===== src/rtl/clock_divider_prog_if.sv =====
// Control/status bundle for clock_divider_prog; div_tick exists only with CLK_DIV_TICK_EN.
interface clock_divider_prog_if #(
  parameter int RATIO_W = 8
);
  logic               clk_divider_enable;
  logic [RATIO_W-1:0] division_ratio;
  logic               output_clk;
  logic               busy;
  logic               ratio_err;
  logic [RATIO_W-1:0] active_ratio;
`ifdef CLK_DIV_TICK_EN
  logic               div_tick;

  modport master (
    output clk_divider_enable, division_ratio,
    input  output_clk, busy, ratio_err, active_ratio, div_tick
  );
  modport slave (
    input  clk_divider_enable, division_ratio,
    output output_clk, busy, ratio_err, active_ratio, div_tick
  );
`else
  modport master (
    output clk_divider_enable, division_ratio,
    input  output_clk, busy, ratio_err, active_ratio
  );
  modport slave (
    input  clk_divider_enable, division_ratio,
    output output_clk, busy, ratio_err, active_ratio
  );
`endif
endinterface


===== src/rtl/clock_divider_prog.sv =====
// Glitch-free programmable integer clock divider; ratio and enable changes apply at period boundaries.
// Optional CLK_DIV_TICK_EN adds a one-cycle div_tick coincident with each output_clk rise.
//
// state | meaning
// IDLE  | stopped, output_clk low
// HIGH  | high phase, cnt runs 1..N>>1
// LOW   | low phase, cnt runs 1..N-(N>>1); last cycle is the period boundary
module clock_divider_prog #(
  parameter int RATIO_W     = 8,
  parameter int RESET_RATIO = 2
) (
  input  logic                 reference_clk,
  input  logic                 reset,
  clock_divider_prog_if.slave  bus
);

  typedef enum logic [1:0] {IDLE, HIGH, LOW} state_t;

  state_t             state_q, state_d;
  logic [RATIO_W-1:0] cnt_q, cnt_d;
  logic [RATIO_W-1:0] ratio_q, ratio_d;
  logic               out_q, out_d;
  logic               busy_q, busy_d;
  logic               err_q, err_d;
  logic               tick_d;
  logic [RATIO_W-1:0] high_len, low_len;
  logic               ratio_ok;

  assign high_len = ratio_q >> 1;
  assign low_len  = ratio_q - high_len;
  assign ratio_ok = bus.clk_divider_enable && (bus.division_ratio >= RATIO_W'(2));

  always_comb begin
    state_d = state_q;
    cnt_d   = cnt_q;
    ratio_d = ratio_q;
    out_d   = out_q;
    tick_d  = 1'b0;
    err_d   = bus.clk_divider_enable && (bus.division_ratio < RATIO_W'(2));
    case (state_q)
      IDLE: begin
        out_d = 1'b0;
        if (ratio_ok) begin
          ratio_d = bus.division_ratio;
          state_d = HIGH;
          cnt_d   = RATIO_W'(1);
          out_d   = 1'b1;
          tick_d  = 1'b1;
        end
      end
      HIGH: begin
        if (cnt_q == high_len) begin
          state_d = LOW;
          out_d   = 1'b0;
          cnt_d   = RATIO_W'(1);
        end else begin
          cnt_d = cnt_q + RATIO_W'(1);
        end
      end
      LOW: begin
        if (cnt_q != low_len) begin
          cnt_d = cnt_q + RATIO_W'(1);
        end else if (ratio_ok) begin
          ratio_d = bus.division_ratio;
          state_d = HIGH;
          cnt_d   = RATIO_W'(1);
          out_d   = 1'b1;
          tick_d  = 1'b1;
        end else begin
          state_d = IDLE;
          cnt_d   = '0;
          out_d   = 1'b0;
        end
      end
      default: begin
        state_d = IDLE;
        cnt_d   = '0;
        out_d   = 1'b0;
      end
    endcase
    busy_d = (state_d != IDLE);
  end

  always_ff @(posedge reference_clk) begin
    if (!reset) begin
      state_q <= IDLE;
      cnt_q   <= '0;
      ratio_q <= RATIO_W'(RESET_RATIO);
      out_q   <= 1'b0;
      busy_q  <= 1'b0;
      err_q   <= 1'b0;
    end else begin
      state_q <= state_d;
      cnt_q   <= cnt_d;
      ratio_q <= ratio_d;
      out_q   <= out_d;
      busy_q  <= busy_d;
      err_q   <= err_d;
    end
  end

  assign bus.output_clk   = out_q;
  assign bus.busy         = busy_q;
  assign bus.ratio_err    = err_q;
  assign bus.active_ratio = ratio_q;

`ifdef CLK_DIV_TICK_EN
  logic tick_q;
  always_ff @(posedge reference_clk) begin
    if (!reset) tick_q <= 1'b0;
    else        tick_q <= tick_d;
  end
  assign bus.div_tick = tick_q;
`else
  logic unused_tick;
  assign unused_tick = tick_d;
`endif

endmodule


===== src/flat_wrapper.sv =====
// flat-port wrapper written by rule: the top's interface ports become plain ports
module clock_divider_prog_flat 
#(
  parameter int RATIO_W     = 8,
  parameter int RESET_RATIO = 2
)
  (reference_clk, reset, bus_clk_divider_enable, bus_division_ratio, bus_output_clk, bus_busy, bus_ratio_err, bus_active_ratio);
  clock_divider_prog_if #(.RATIO_W(RATIO_W)) bus_i ();
  input  logic reference_clk;
  input  logic reset;
  input wire logic [$bits(bus_i.clk_divider_enable)-1:0] bus_clk_divider_enable;
  input wire logic [$bits(bus_i.division_ratio)-1:0] bus_division_ratio;
  output wire logic [$bits(bus_i.output_clk)-1:0] bus_output_clk;
  output wire logic [$bits(bus_i.busy)-1:0] bus_busy;
  output wire logic [$bits(bus_i.ratio_err)-1:0] bus_ratio_err;
  output wire logic [$bits(bus_i.active_ratio)-1:0] bus_active_ratio;
  assign bus_i.clk_divider_enable = bus_clk_divider_enable;
  assign bus_i.division_ratio = bus_division_ratio;
  assign bus_output_clk = bus_i.output_clk;
  assign bus_busy = bus_i.busy;
  assign bus_ratio_err = bus_i.ratio_err;
  assign bus_active_ratio = bus_i.active_ratio;
  clock_divider_prog #(.RATIO_W(RATIO_W), .RESET_RATIO(RESET_RATIO)) u_core (.reference_clk(reference_clk), .reset(reset), .bus(bus_i));
endmodule

===== config.mk =====
export PLATFORM = sky130hd
export DESIGN_NAME = clock_divider_prog_flat
export DESIGN_NICKNAME = d
export VERILOG_FILES = /design/src/rtl/clock_divider_prog_if.sv /design/src/rtl/clock_divider_prog.sv /design/src/flat_wrapper.sv
export SDC_FILE = /design/constraint.sdc
export NUM_CORES = 1
export LEC_CHECK = 0
export ABC_AREA = 1
export CORE_AREA = 2 2 61 63
export CTS_BUF_LIST = sky130_fd_sc_hd__clkbuf_8
export DETAILED_ROUTE_END_ITERATION = 6
export DIE_AREA = 0 0 63 65
export MAX_ROUTING_LAYER = met4
export PLACE_DENSITY = 0.74
export SLEW_MARGIN = 5
export SYNTH_ARGS = -nofsm -noshare
export SYNTH_HDL_FRONTEND = slang
export SYNTH_SLANG_ARGS = --single-unit

===== constraint.sdc =====
create_clock -name reference_clk -period 2.2 [get_ports reference_clk]
set_clock_uncertainty 0.1 [all_clocks]
set_input_delay 0.33 -clock reference_clk [delete_from_list [all_inputs] [get_ports reference_clk]]
set_output_delay 0.33 -clock reference_clk [all_outputs]
set_load 0.05 [all_outputs]

==> metrics.txt, run 1 <==
Req. time, crit path=2.26 ns; Post-synth EDFFs=0; syn nets=256; Site Rows=22; Fill cells=314; P_sw=0.548 mW; Min-Delay Path Depth=2; Num CTS Buffers=3; maxcap violations=0; drt pass-1 iters=4; core region area=3500 µm²; routed via count=1597; CTS max path bufs=2; Flop pwr share=0.317; DP HPWL=2950 µm; Setup crit end kind=flop; Worst R2R End=u_core.bus.active_ratio[6]$_SDFFE_PN0P_; largest net degree at the start of global routing=13; switch share=0.394; CTS root buffer=clkbuf_8; post-synth top area share=0.268; DRC viols=0; PortBufs=21; Routed Antenna Nets=0; most numerous cell in the Yosys netlist=nand2_1; first-pass GRT wire length=6770 µm; register area share after synthesis=0.268; Logic pwr share=0.496; register bit count reported by yosys=21; maximum VDD drop=0.000450 V; Clock transition at path regs=0.08 ns; synthesized cell area=1570 µm²; Die Y=65 µm; vias in the first global route=1595; Detailed Route WL=4100 µm; # setup viols final=19; Antenna Cells=0; Max-Slew Margin vs Limit=0.585; syn_area_per_cell=6.64 µm²; Critical Path AT=2.39 ns; Hold Path Sink=u_core.bus.output_clk$_SDFFE_PN0P_; drt initial violations=71; Hold WC Path Type=flop to flop; cell taking the most area after synthesis=dfxtp_1; Yosys cell types=29; final worst slack=-0.134 ns; main flop type after synthesis=dfxtp_1; overflow left after global routing=0; Fmax achieved=428 MHz; Static Leak=1.08 nW; Max Slew Vio Count=0; die width=63 µm; share of layout cells above drive strength 1=0.228; Setup WS pre-CTS=-0.181 ns; unrepaired setup endpoints after global routing=true; Die ar.=4100 µm²; failing checks=negative setup slack; CTS tree=built; period utilisation layout=1.06; fin util=0.622; post-route minimum period=2.33 ns; Ports=22; Worst Min Path Start=u_core.bus.output_clk$_SDFFE_PN0P_; largest cells by area after synthesis=dfxtp_1 27%, nand2_1 18%, inv_1 8.6%; worst flop-to-flop path startpoint=u_core.bus.active_ratio[0]$_SDFFE_PN0P_; Syn Inst Count=236; Setup crit start=u_core.bus.active_ratio[0]$_SDFFE_PN0P_; Area growth syn-to-layout=38.9%; Hold Slack=0.388 ns; Power Internal=0.841 mW; status=finished with violations; later-pin clock latency in the skew report=0.27 ns; PwrDens=638 nW/µm²; initial antenna violation count=0; clock sink count=21; depth of the CTS H-tree=1; worst r2r path cells=11; Post-synth top cells=74 x nand2_1, 36 x inv_1, 21 x dfxtp_1, 16 x nor2_1, 14 x xor2_1; Clock power frac=0.187; critical path startpoint category=flop; Nets=302; WS Path Type=flop to flop; RD Place Congestion=0.925; gr usage total=0.214; count of final hold-check violations=0; Via density=4.85; YS warnings=0; R2R setup slack=-0.13 ns; Worst Tran Pin Value=0.620 ns; Routed WL per cell=12.5 µm; Async S/R FF share, synth=0; Initial Util=0.448; worst-path maximum fanout=6
through the flow:
stage | TNS [ns] | cell area (µm²) | power (mW) | cells
3_5_place_dp | -1.19 | 1970 | 1.02 | 318
2_1_floorplan | -0.652 | 1600 | 0.837 | 236
3_3_place_gp | -0.379 | 1970 | 1.01 | 318
6_report | -1.93 | 2180 | 1.39 | 329
4_1_cts | -0.817 | 2130 | 1.35 | 328
5_1_grt | -4.69 | 2180 | 1.48 | 329
routing by layer:
| metal | global-route usage | part of all wire | vias to the layer above |
|---|---|---|---|
| li1 | - | - | 830 |
| met1 | 0.248 | 0.46 | 725 |
| met2 | 0.363 | 0.49 | 31 |
| met3 | 0.0330 | 0.030 | 11 |
| met4 | 0.106 | 0.028 | 0 |
| met5 | - | 0 | - |
state kept, by name, indices dropped and copies added (netlist names):
register / flops
u_core.state_q: 2
u_core.bus.ratio_err: 1
u_core.bus.output_clk: 1
u_core.cnt_q: 8
u_core.bus.busy: 1
u_core.bus.active_ratio: 8
worst max-delay path, cell delays in order (launching register included):
cell,delay [ns]
dfxtp_4,0.36
inv_4,0.04
ha_4,0.15
fa_2,0.53
xor2_1,0.15
nand4_1,0.12
nor2_2,0.15
nand3_2,0.15
nand2_4,0.15
nand2_4,0.10
o21ai_2,0.18
a21oi_1,0.05
what timing repair did:
action,in CTS,in global routing
setup buffers,5,1
endpoints found under the setup margin,19,20
hold buffers,0,0
resized for setup,19,7
pin swaps,6,4
gates cloned,1,0
cell usage in the layout, fill, tap and decap left out, drive strengths merged:
cell type,Yosys,final
ha,8,8
clkbuf,3,3
clkinv,0,1
buf,4,26
clkdlybuf4s50,0,21
nor3,2,2
nor4,2,2
xor2,14,14
nand3,13,13
or2,1,1
nor2,17,17
nor3b,1,1
o22ai,1,1
nand3b,5,5
inv,36,36
dfxtp,21,21
o21ai,9,9
a21oi,14,14
xnor2,4,4
o211ai,1,1
nand4,3,3
fa,1,1
nand2,76,77
layout make-up:
type	instances	area (µm²)	area share
clock buffer	3	41.3	0.0190
sequential	21	440	0.202
timing repair buffer	47	417	0.191
inverter	36	138	0.0633
tap	48	60.1	0.0276
multi-input combinational	173	1070	0.494
clock inverter	1	5.00	0.00230
power groups by stage:
stage	logic, mW	clock network, mW	registers (mW)
6_report	0.688	0.260	0.441
2_1_floorplan	0.326	0	0.511
4_1_cts	0.648	0.264	0.439
5_1_grt	0.752	0.283	0.444
3_5_place_dp	0.575	0	0.447
3_3_place_gp	0.566	0	0.446
how the worst max path moves through the flow:
stage	cells past startpoint	slack [ns]	end
floorplan	12	-0.12	u_core.bus.active_ratio[2]$_SDFFE_PN0P_
global placement	11	-0.11	u_core.bus.active_ratio[6]$_SDFFE_PN0P_
detailed placement	11	-0.18	u_core.bus.active_ratio[6]$_SDFFE_PN0P_
CTS	11	-0.07	u_core.bus.active_ratio[7]$_SDFFE_PN0P_
global route	13	-0.29	u_core.cnt_q[2]$_SDFFE_PN0P_
finish	11	-0.13	u_core.bus.active_ratio[6]$_SDFFE_PN0P_
kinds of logic after synthesis:
group / after synthesis / synth area share
xor+xnor: 18 / 0.101
simple gates: 120 / 0.341
compound gates: 25 / 0.0943
buf+inv: 43 / 0.119
fa+ha+maj: 9 / 0.0767
flops: 21 / 0.268
No activity file was read; power rests on OpenSTA's default activity.
==> run 2, diff against run 1 <==
--- a/config.mk
+++ b/config.mk
@@ -6,12 +6,12 @@
 export NUM_CORES = 1
 export LEC_CHECK = 0
 export ABC_AREA = 1
-export CORE_AREA = 2 2 61 63
+export CORE_AREA = 2 2 59 61
 export CTS_BUF_LIST = sky130_fd_sc_hd__clkbuf_8
 export DETAILED_ROUTE_END_ITERATION = 6
-export DIE_AREA = 0 0 63 65
+export DIE_AREA = 0 0 61 63
 export MAX_ROUTING_LAYER = met4
-export PLACE_DENSITY = 0.74
+export PLACE_DENSITY = 0.79
 export SLEW_MARGIN = 5
 export SYNTH_ARGS = -nofsm -noshare
 export SYNTH_HDL_FRONTEND = slang
==> run 2 against run 1 <==
Against the previous run:
- the run still ends with negative setup slack left
- total power down 3.7%
- routed wire length down 7.2%
- worst hold slack worse by 0.027 ns
- cell count down 2.7%
- first-iteration DRC count down 15%
- sequential power up 1%
- largest cell class unchanged
==> metrics.txt, run 2 (synthesized netlist as in run 1, its figures left out) <==
Initial Util=0.485 (+0.0366); RD Place Congestion=0.897 (-3.0%); Area growth syn-to-layout=36.4%; CTS max path bufs=2 (unchanged); fin util=0.661 (+0.0388); Worst Tran Pin Value=0.614 ns (-0.00575 ns); worst-path maximum fanout=8 (+2); Setup crit start=u_core.bus.active_ratio[0]$_SDFFE_PN0P_; Via density=4.93 (+1.5%); status=finished with violations; Seq. cell area=438 µm² (-0.57%); Antenna Cells=0 (unchanged); Worst Min Path Start=u_core.bus.output_clk$_SDFFE_PN0P_; Routed Antenna Nets=0 (unchanged); total power=1.34 mW (-3.7%); routed via count=1576 (-1.3%); share of layout cells above drive strength 1=0.234 (+0.00582); PwrDens=626 nW/µm² (-1.9%); Clock transition at path regs=0.08 ns (about the same); Nets=295 (-2.3%); PortBufs=21 (unchanged); vias in the first global route=1423 (-11%); commonest non-fill, non-tap cells in the layout=69 x nand2_1, 33 x inv_1, 21 x clkdlybuf4s50_1; Detailed Route WL=3810 µm (-7.2%); Num CTS Buffers=3 (unchanged); largest net degree at the start of global routing=13 (unchanged); WS Path Type=flop to flop; Multi-input gate area=1090 µm² (+1.7%); CTS tree=built; critical path's top delay family=simple AND/OR/NAND/NOR gates; cell mode on critical path=nand2_1; depth of the CTS H-tree=1 (unchanged); # setup viols final=20 (+1); Setup crit end kind=flop; Hold Slack=0.361 ns (-0.0273 ns); die width=61 µm (-3.2%); Die ar.=3840 µm² (-6.2%); R2R setup slack=-0.14 ns (about the same); Fmax achieved=428 MHz (about the same); placed inst area=1930 µm² (-2.0%); critical path startpoint category=flop; drt pass-1 iters=5 (+1); failing checks=negative setup slack; overflow left after global routing=0 (unchanged); fin area=2140 µm² (-1.8%); count of final hold-check violations=0 (unchanged); commonest non-fill, non-tap cell in the layout=nand2_1; CTS root buffer=clkbuf_8; core region area=3230 µm² (-7.6%); CP Buf/Inv Count=2 (+1); first-pass GRT wire length=6330 µm (-6.4%); Max-Slew Margin vs Limit=0.589 (+0.00384); maximum VDD drop=0.000445 V (-0.99%); Critical Path, Cell by Cell=inv_4 -> ha_4 -> fa_2 -> xor2_1 -> nand4_1 -> nor2_2 -> nand3_2 -> nand2_4 -> o21ai_4 -> nand2_1 -> nand2_1 -> nand2_1 -> inv_1; Site Rows=21 (-4.5%); Ports=22 (unchanged); Static Leak=1.04 nW (-3.4%); maxcap violations=0 (unchanged); Hold WC Path Type=flop to flop; clock sink count=21 (unchanged); later-pin clock latency in the skew report=0.27 ns (about the same); final worst slack=-0.136 ns (-0.00207 ns); CP max stage delay=0.52 ns (about the same); unrepaired setup endpoints after global routing=true; Req. time, crit path=2.27 ns (about the same); Max Slew Vio Count=0 (unchanged); initial antenna violation count=0 (unchanged); worst flop-to-flop path startpoint=u_core.bus.active_ratio[0]$_SDFFE_PN0P_; DRC viols=0 (unchanged); period utilisation layout=1.06 (about the same); post-route minimum period=2.34 ns (+0.00207 ns); Critical-path top delay cell=fa_2; gr usage total=0.224 (+0.0102); Critical Path AT=2.41 ns (+0.02 ns); Fill cells=271 (-14%); Routed WL per cell=11.9 µm (-4.6%); drt initial violations=60 (-15%); DP HPWL=2800 µm (-5.2%); Die Y=63 µm (-3.1%)
## run 2: power by group
part	switching (mW)	total, mW	leakage [nW]	internal (mW)
Combinational	0.364	0.633	0.841	0.269
Sequential	0.0377	0.446	0.175	0.409
Clock	0.132	0.258	0.0255	0.127
## run 2: cell type report
cell class | count | share of cell area
multi-input combinational | 173 | 0.512
tap | 46 | 0.0269
clock inverter | 1 | 0.00234
timing repair buffer | 40 | 0.170
clock buffer | 3 | 0.0193
sequential | 21 | 0.205
inverter | 36 | 0.0644
## run 2: through the flow
| step | setup TNS [ns] | instances | worst slack, ns |
|---|---|---|---|
| floorplan | -0.652 | 236 | -0.119 |
| CTS | -1.11 | 319 | -0.0812 |
| global placement | -0.588 | 311 | -0.104 |
| finish | -1.93 | 320 | -0.136 |
| global route | -4.12 | 320 | -0.250 |
| detailed placement | -1.44 | 311 | -0.158 |
## run 2: final timing paths
| path | to | cells past startpoint |
|---|---|---|
| min | u_core.bus.output_clk$_SDFFE_PN0P_ | 2 |
| max reg2reg | u_core.cnt_q[1]$_SDFFE_PN0P_ | 13 |
| max | u_core.cnt_q[1]$_SDFFE_PN0P_ | 13 |
| min reg2reg | u_core.bus.output_clk$_SDFFE_PN0P_ | 2 |
## run 2: worst register-to-register path, delay by kind of cell (launching register included)
family          cells  cell delay, ns
flops               1            0.36
buf+inv             2            0.07
fa+ha+maj           2            0.67
compound gates      1            0.12
xor+xnor            1            0.15
simple gates        7            0.77
## run 2: layer usage
metal	wire [µm]	vias up	track usage
met4	65	0	0.109
met1	1820	716	0.295
met5	0	-	-
met2	1800	38	0.328
met3	120	5	0.0373
li1	-	817	-
## run 2: timing repair
action | in CTS | in global routing
endpoints found under the setup margin | 19 | 20
buffers inserted | 3 | 1
endpoints found under the hold margin | 0 | 0
hold buffers | 0 | 0
cloned | 1 | 0
pin swaps | 5 | 11
resized for setup | 20 | 11
==> run 3, diff against run 2 <==
--- a/config.mk
+++ b/config.mk
@@ -10,6 +10,7 @@
 export CTS_BUF_LIST = sky130_fd_sc_hd__clkbuf_8
 export DETAILED_ROUTE_END_ITERATION = 6
 export DIE_AREA = 0 0 61 63
+export GPL_ROUTABILITY_DRIVEN = 0
 export MAX_ROUTING_LAYER = met4
 export PLACE_DENSITY = 0.79
 export SLEW_MARGIN = 5
==> results of run 3 <==
Final layout, timing and power as in run 2 (identical DEF).
